File: src/rtl/wb_slave_regfile.sv
// Wishbone classic-cycle slave with a small register file, programmable wait states
// and a write-triggered level interrupt (R0[0] enables, the top register raises it).
module wb_slave_regfile #(
  parameter int unsigned ADDR_WIDTH  = 2,
  parameter int unsigned DATA_WIDTH  = 8,
  parameter int unsigned WAIT_STATES = 1
) (
  input  logic                  clk_i,
  input  logic                  rst_i,
  input  logic                  cyc_i,
  input  logic                  stb_i,
  input  logic                  we_i,
  input  logic [ADDR_WIDTH-1:0] adr_i,
  input  logic [DATA_WIDTH-1:0] dat_i,
  output logic                  ack_o,
  output logic [DATA_WIDTH-1:0] dat_o,
  output logic                  irq_o
);

  localparam int unsigned NREGS = 2 ** ADDR_WIDTH;
  localparam int unsigned CNT_W = 4;
  localparam logic [ADDR_WIDTH-1:0] IRQ_IDX = '1;
  localparam logic [ADDR_WIDTH-1:0] EN_IDX  = '0;
  localparam logic [CNT_W-1:0] CNT_INIT =
    (WAIT_STATES == 0) ? '0 : CNT_W'(WAIT_STATES - 1);

  typedef enum logic [1:0] {
    S_IDLE = 2'd0,
    S_WAIT = 2'd1,
    S_ACK  = 2'd2
  } state_e;

  state_e                  state_q;
  logic [CNT_W-1:0]        cnt_q;
  logic                    ack_q;
  logic [DATA_WIDTH-1:0]   dat_q;
  logic                    rd_irq_q;
  logic [DATA_WIDTH-1:0]   regs_q [NREGS];
  logic                    pend_q;
  logic                    irq_q;

  logic req;
  logic enter_ack;
  logic wr_commit;
  logic pend_d;
  logic en_d;

  // Transfer qualification and the post-edge values that drive the interrupt flop
  always_comb begin
    req       = cyc_i & stb_i;
    enter_ack = 1'b0;
    wr_commit = 1'b0;
    pend_d    = pend_q;
    en_d      = regs_q[EN_IDX][0];

    if (req) begin
      if (state_q == S_IDLE && WAIT_STATES == 0) enter_ack = 1'b1;
      if (state_q == S_WAIT && cnt_q == '0)      enter_ack = 1'b1;
    end

    wr_commit = (state_q == S_ACK) & req & we_i;

    if (wr_commit && adr_i == IRQ_IDX) begin
      pend_d = 1'b1;
    end else if (state_q == S_ACK && rd_irq_q) begin
      pend_d = 1'b0;
    end

    if (wr_commit && adr_i == EN_IDX) en_d = dat_i[0];
  end

  // Bus state machine with registered ack and read data
  always_ff @(posedge clk_i or negedge rst_i) begin
    if (!rst_i) begin
      state_q  <= S_IDLE;
      cnt_q    <= '0;
      ack_q    <= 1'b0;
      dat_q    <= '0;
      rd_irq_q <= 1'b0;
    end else begin
      ack_q <= 1'b0;
      dat_q <= '0;

      if (enter_ack) begin
        state_q  <= S_ACK;
        ack_q    <= 1'b1;
        dat_q    <= regs_q[adr_i];
        rd_irq_q <= ~we_i & (adr_i == IRQ_IDX);
      end else begin
        case (state_q)
          S_IDLE: begin
            if (req) begin
              state_q <= S_WAIT;
              cnt_q   <= CNT_INIT;
            end
          end
          S_WAIT: begin
            if (!req) state_q <= S_IDLE;
            else      cnt_q   <= cnt_q - CNT_W'(1);
          end
          S_ACK: begin
            state_q  <= S_IDLE;
            rd_irq_q <= 1'b0;
          end
          default: state_q <= S_IDLE;
        endcase
      end
    end
  end

  // Register file; writes land at the edge closing the ack cycle
  always_ff @(posedge clk_i or negedge rst_i) begin
    if (!rst_i) begin
      for (int i = 0; i < int'(NREGS); i++) regs_q[i] <= '0;
    end else if (wr_commit) begin
      regs_q[adr_i] <= dat_i;
    end
  end

  // Interrupt pending flag; irq flop tracks pending & enable as they will be after this edge
  always_ff @(posedge clk_i or negedge rst_i) begin
    if (!rst_i) begin
      pend_q <= 1'b0;
      irq_q  <= 1'b0;
    end else begin
      pend_q <= pend_d;
      irq_q  <= pend_d & en_d;
    end
  end

  assign ack_o = ack_q;
  assign dat_o = dat_q;
  assign irq_o = irq_q;

endmodule

File: config.mk
export PLATFORM = sky130hd
export DESIGN_NAME = wb_slave_regfile
export DESIGN_NICKNAME = d
export VERILOG_FILES = /design/src/rtl/wb_slave_regfile.sv
export SDC_FILE = /design/constraint.sdc
export NUM_CORES = 1
export LEC_CHECK = 0
export CORE_MARGIN = 2
export CORE_UTILIZATION = 31
export CTS_CLUSTER_DIAMETER = 200
export CTS_CLUSTER_SIZE = 28
export DETAILED_ROUTE_END_ITERATION = 10
export HOLD_SLACK_MARGIN = 0.06
export PLACE_DENSITY = 0.58
export REMOVE_ABC_BUFFERS = 1
export SLEW_MARGIN = 20
export SYNTH_ARGS = -nofsm -noshare
export SYNTH_HDL_FRONTEND = slang
export SYNTH_SLANG_ARGS = --single-unit
File: constraint.sdc
create_clock -name clk_i -period 4.6 [get_ports clk_i]
set_input_delay 0.92 -clock clk_i [delete_from_list [all_inputs] [get_ports clk_i]]
set_output_delay 0.92 -clock clk_i [all_outputs]
set_load 0.01 [all_outputs]
==> metrics.md <==
| Metric | Value |
|---|---|
| DP Cell Count | `263` |
| Setup violators final | `0` |
| Worst path cell trace | `clkdlybuf4s50_1 -> nand3_1 -> nor2_2 -> mux2_2` |
| Gr usage total | `10.62%` |
| CTS-repair resized insts | `0` |
| Worst r2r dst | `dat_o[2]` |
| Post-synthesis cell count | `146` |
| LEAKAGE | `1.254 nW` |
| DRC viols | `0` |
| Measured slew at the worst slew-check pin | `0.7257 ns` |
| Dpl cell area | `2527 sq um` |
| Maxcap violations | `0` |
| First-pass GRT wire length | `6230 um` |
| Final Hold Violating Endpoints | `0` |
| Syn-to-layout area delta | `20.00%` |
| Period utilization | `58.21%` |
| Maximum root-to-sink buffer count | `2` |
| Initial Util | `32.14%` |
| Switching share of power | `24.23%` |
| 1st-iter DRT viols | `28` |
| Synth Area per Inst | `15.04 sq um` |
| Reg power frac | `53.3%` |
| Routed len/inst | `14.07 um` |
| I/O pin cnt | `25` |
| Clock root buffer | `clkbuf_8` |
| Max-Slew Margin vs Limit | `51.47%` |
| Remaining antenna violation count | `0` |
| Clock latency on the worst-skew pair | `0.29 ns` |
| Setup TNS Final | `0 ns` |
| Port Buffers | `24` |
| Maximum number of pins on one net before global-route repair | `51` |
| Post-layout min period | `2.678 ns` |
| CTS tree | `done` |
| WP data required | `4.79 ns` |
| P_sw | `0.2214 mW` |
| Cell area after synthesis | `2196 sq um` |
| Logic gate share of total power | `13.6%` |
| # hold bufs at CTS | `0` |
| Gr ovfl total | `0` |
| RSZ-0062 raised after global routing | `false` |
| Htree depth | `2` |
| FP Rows | `30` |
| CP endpoint kind | `register` |
| Critical path startpoint category | `primary input` |
| Clock-pin slew on the worst setup and hold paths | `0.09 ns` |
| Design Area, Final | `2635 sq um` |
| Internal cell power | `0.6923 mW` |
| Crit Path Class | `in2reg` |
| GPL Wtd Cong | `0.7192` |
| Die width | `88.16 um` |
| Vias | `1232` |
| Hold Startpoint | `regs_q[9]` |
| Final HPWL DP | `2492 um` |
| Nets | `191` |
| Max VDD drop | `0.1580 mV` |
| Final Max Tran Viols | `0` |
| Clock power frac | `33.1%` |
| Reg2reg start | `cnt_q[0]` |
| Detailed Routing Iterations Pass 1 | `4` |
| Crit-path max FO | `12` |
| Peak Freq | `373.4 MHz` |
| Die outline area | `7772 sq um` |
| R2r setup slk | `2.67 ns` |
| Count of cell types in the netlist | `34` |
| Initial antenna violation count | `0` |
| Vias/cell | `4.563` |
| Syn. warnings | `0` |
| Hold Path Depth | `1` |
| Sequential cell area fraction in the yosys report | `56.98%` |
| Vias in the first global route | `1228` |
| Die height | `88.16 um` |
| Pwr/cell area | `346.8 nW/um^2` |
| #FFs+latches synth | `50` |
| Clk_skew | `0.008274 ns` |
| Clock Sinks | `50` |
| Layout cells sized above 1 | `32.76%` |
| Slowest-stage cell, CP | `clkdlybuf4s50_1` |
| Antenna cells | `0` |
| Run status | `complete, no violations` |
| Worst Path Arrival | `2.86 ns` |
| Hold crit path type | `reg2reg` |
| Routed WL | `3800 um` |
| Critical path's largest stage delay | `0.94 ns` |
| R2r worst-path depth | `6` |
| Tot Pwr | `0.9137 mW` |
| Core Area | `6832 sq um` |
| Hold EP | `regs_q[9]` |
| Post-CTS setup buffer count | `0` |
| Post-Layout Cell Count | `270` |
| Total CTS buffers | `5` |
stage by stage:
step,hold slack [ns],util [%],setup slack (ns)
after floorplan,0.4732,-,2.603
after global placement,0.4845,37.00,1.588
after detailed placement,0.4904,37.00,1.553
after CTS,0.5120,38.57,1.876
after global routing,0.5244,38.57,1.725
final,0.5061,38.57,1.922
cells in the final DEF (no fill, tap or decap), types with 2 or more instances in the layout:
cell / Yosys / final
ha_1: 2 / 2
a21oi_1: 2 / 2
o22ai_1: 2 / 2
dfrtp_1: 50 / 50
and2_1: 8 / 8
mux2_2: 24 / 24
mux4_2: 8 / 8
nand3_1: 5 / 5
mux2_4: 8 / 8
nand2_1: 5 / 5
clkbuf_8: 0 / 5
inv_1: 6 / 6
a22o_2: 2 / 2
nand3b_1: 2 / 2
clkdlybuf4s50_1: 0 / 23
layer usage:
| metal | global-route usage [%] | wire length, um |
|---|---|---|
| met2 | 16.06 | 1766 |
| met3 | 3.393 | 121 |
| met1 | 14.96 | 1900 |
| met5 | 0 | 0 |
| met4 | 2.479 | 11 |
cell families (layout without fill, tap and decap cells):
kind of cell	count (synthesis)	in the layout	synth area share, %
AOI/OAI and AO/OA	12	12	3.989
adders and majority gates	2	2	1.139
buffers and inverters	10	38	2.450
DFF	50	50	56.98
muxes	40	40	25.98
and+or+nand+nor	32	32	9.459
worst max-delay path, delay by kind of cell:
family,cells,cell delay [ns]
buffers and inverters,1,0.94
and+or+nand+nor,2,0.60
muxes,1,0.39
registers in the layout, summed over array words and instances (netlist names):
signal and flops:
pend_q 1, cnt_q 4, irq_o 1, regs_q 32
dat_o 8, state_q 2, ack_o 1, rd_irq_q 1
cell type report:
| type | instances | area [sq um] |
|---|---|---|
| Clock buffer | 5 | 68.82 |
| Fill cell | 669 | 4197 |
| Clock inverter | 2 | 38.79 |
| Tap cell | 96 | 120.1 |
| Inverter | 6 | 22.52 |
| Multi-Input combinational cell | 86 | 890.9 |
| Sequential cell | 50 | 1251 |
| Timing Repair Buffer | 25 | 242.7 |
synthesized netlist by cell type, drive strengths merged:
library cell | number | area (sq um)
a21oi | 2 | 10.01
nor2 | 1 | 6.260
nand4 | 1 | 12.51
o22ai | 2 | 12.51
or4 | 1 | 7.510
mux2 | 32 | 390.4
o21ai | 1 | 5.000
and4b | 1 | 11.26
o211ai | 1 | 7.510
ha | 2 | 25.02
inv | 6 | 22.52
nand2 | 6 | 25.03
and2 | 8 | 50.05
o2bb2ai | 1 | 8.760
and3b | 2 | 21.27
a22o | 2 | 20.02
nor3b | 1 | 7.510
o31ai | 1 | 7.510
or3 | 1 | 6.260
nand3b | 2 | 15.01
a21boi | 1 | 7.510
dfrtp | 50 | 1251
o41ai | 1 | 8.760
nor3 | 1 | 5.000
nand2b | 2 | 15.02
nand3 | 5 | 25.02
buf | 4 | 31.27
mux4 | 8 | 180.2
how the worst max path moves through the flow:
stage / startpoint / to
5_1_grt: adr_i[0] / regs_q[20]
2_1_floorplan: stb_i / regs_q[16]
3_5_place_dp: adr_i[0] / regs_q[18]
6_report: adr_i[0] / regs_q[18]
4_1_cts: adr_i[0] / regs_q[20]
3_3_place_gp: adr_i[0] / regs_q[18]
power by group through the flow:
stage          Combinational, mW  Clock (mW)  Sequential (mW)
2_1_floorplan             0.0814           0            0.491
5_1_grt                    0.143       0.332            0.490
3_3_place_gp               0.125           0            0.495
4_1_cts                    0.127       0.315            0.487
6_report                   0.125       0.303            0.487
3_5_place_dp               0.127           0            0.495
(Power assumes the default switching activity.)
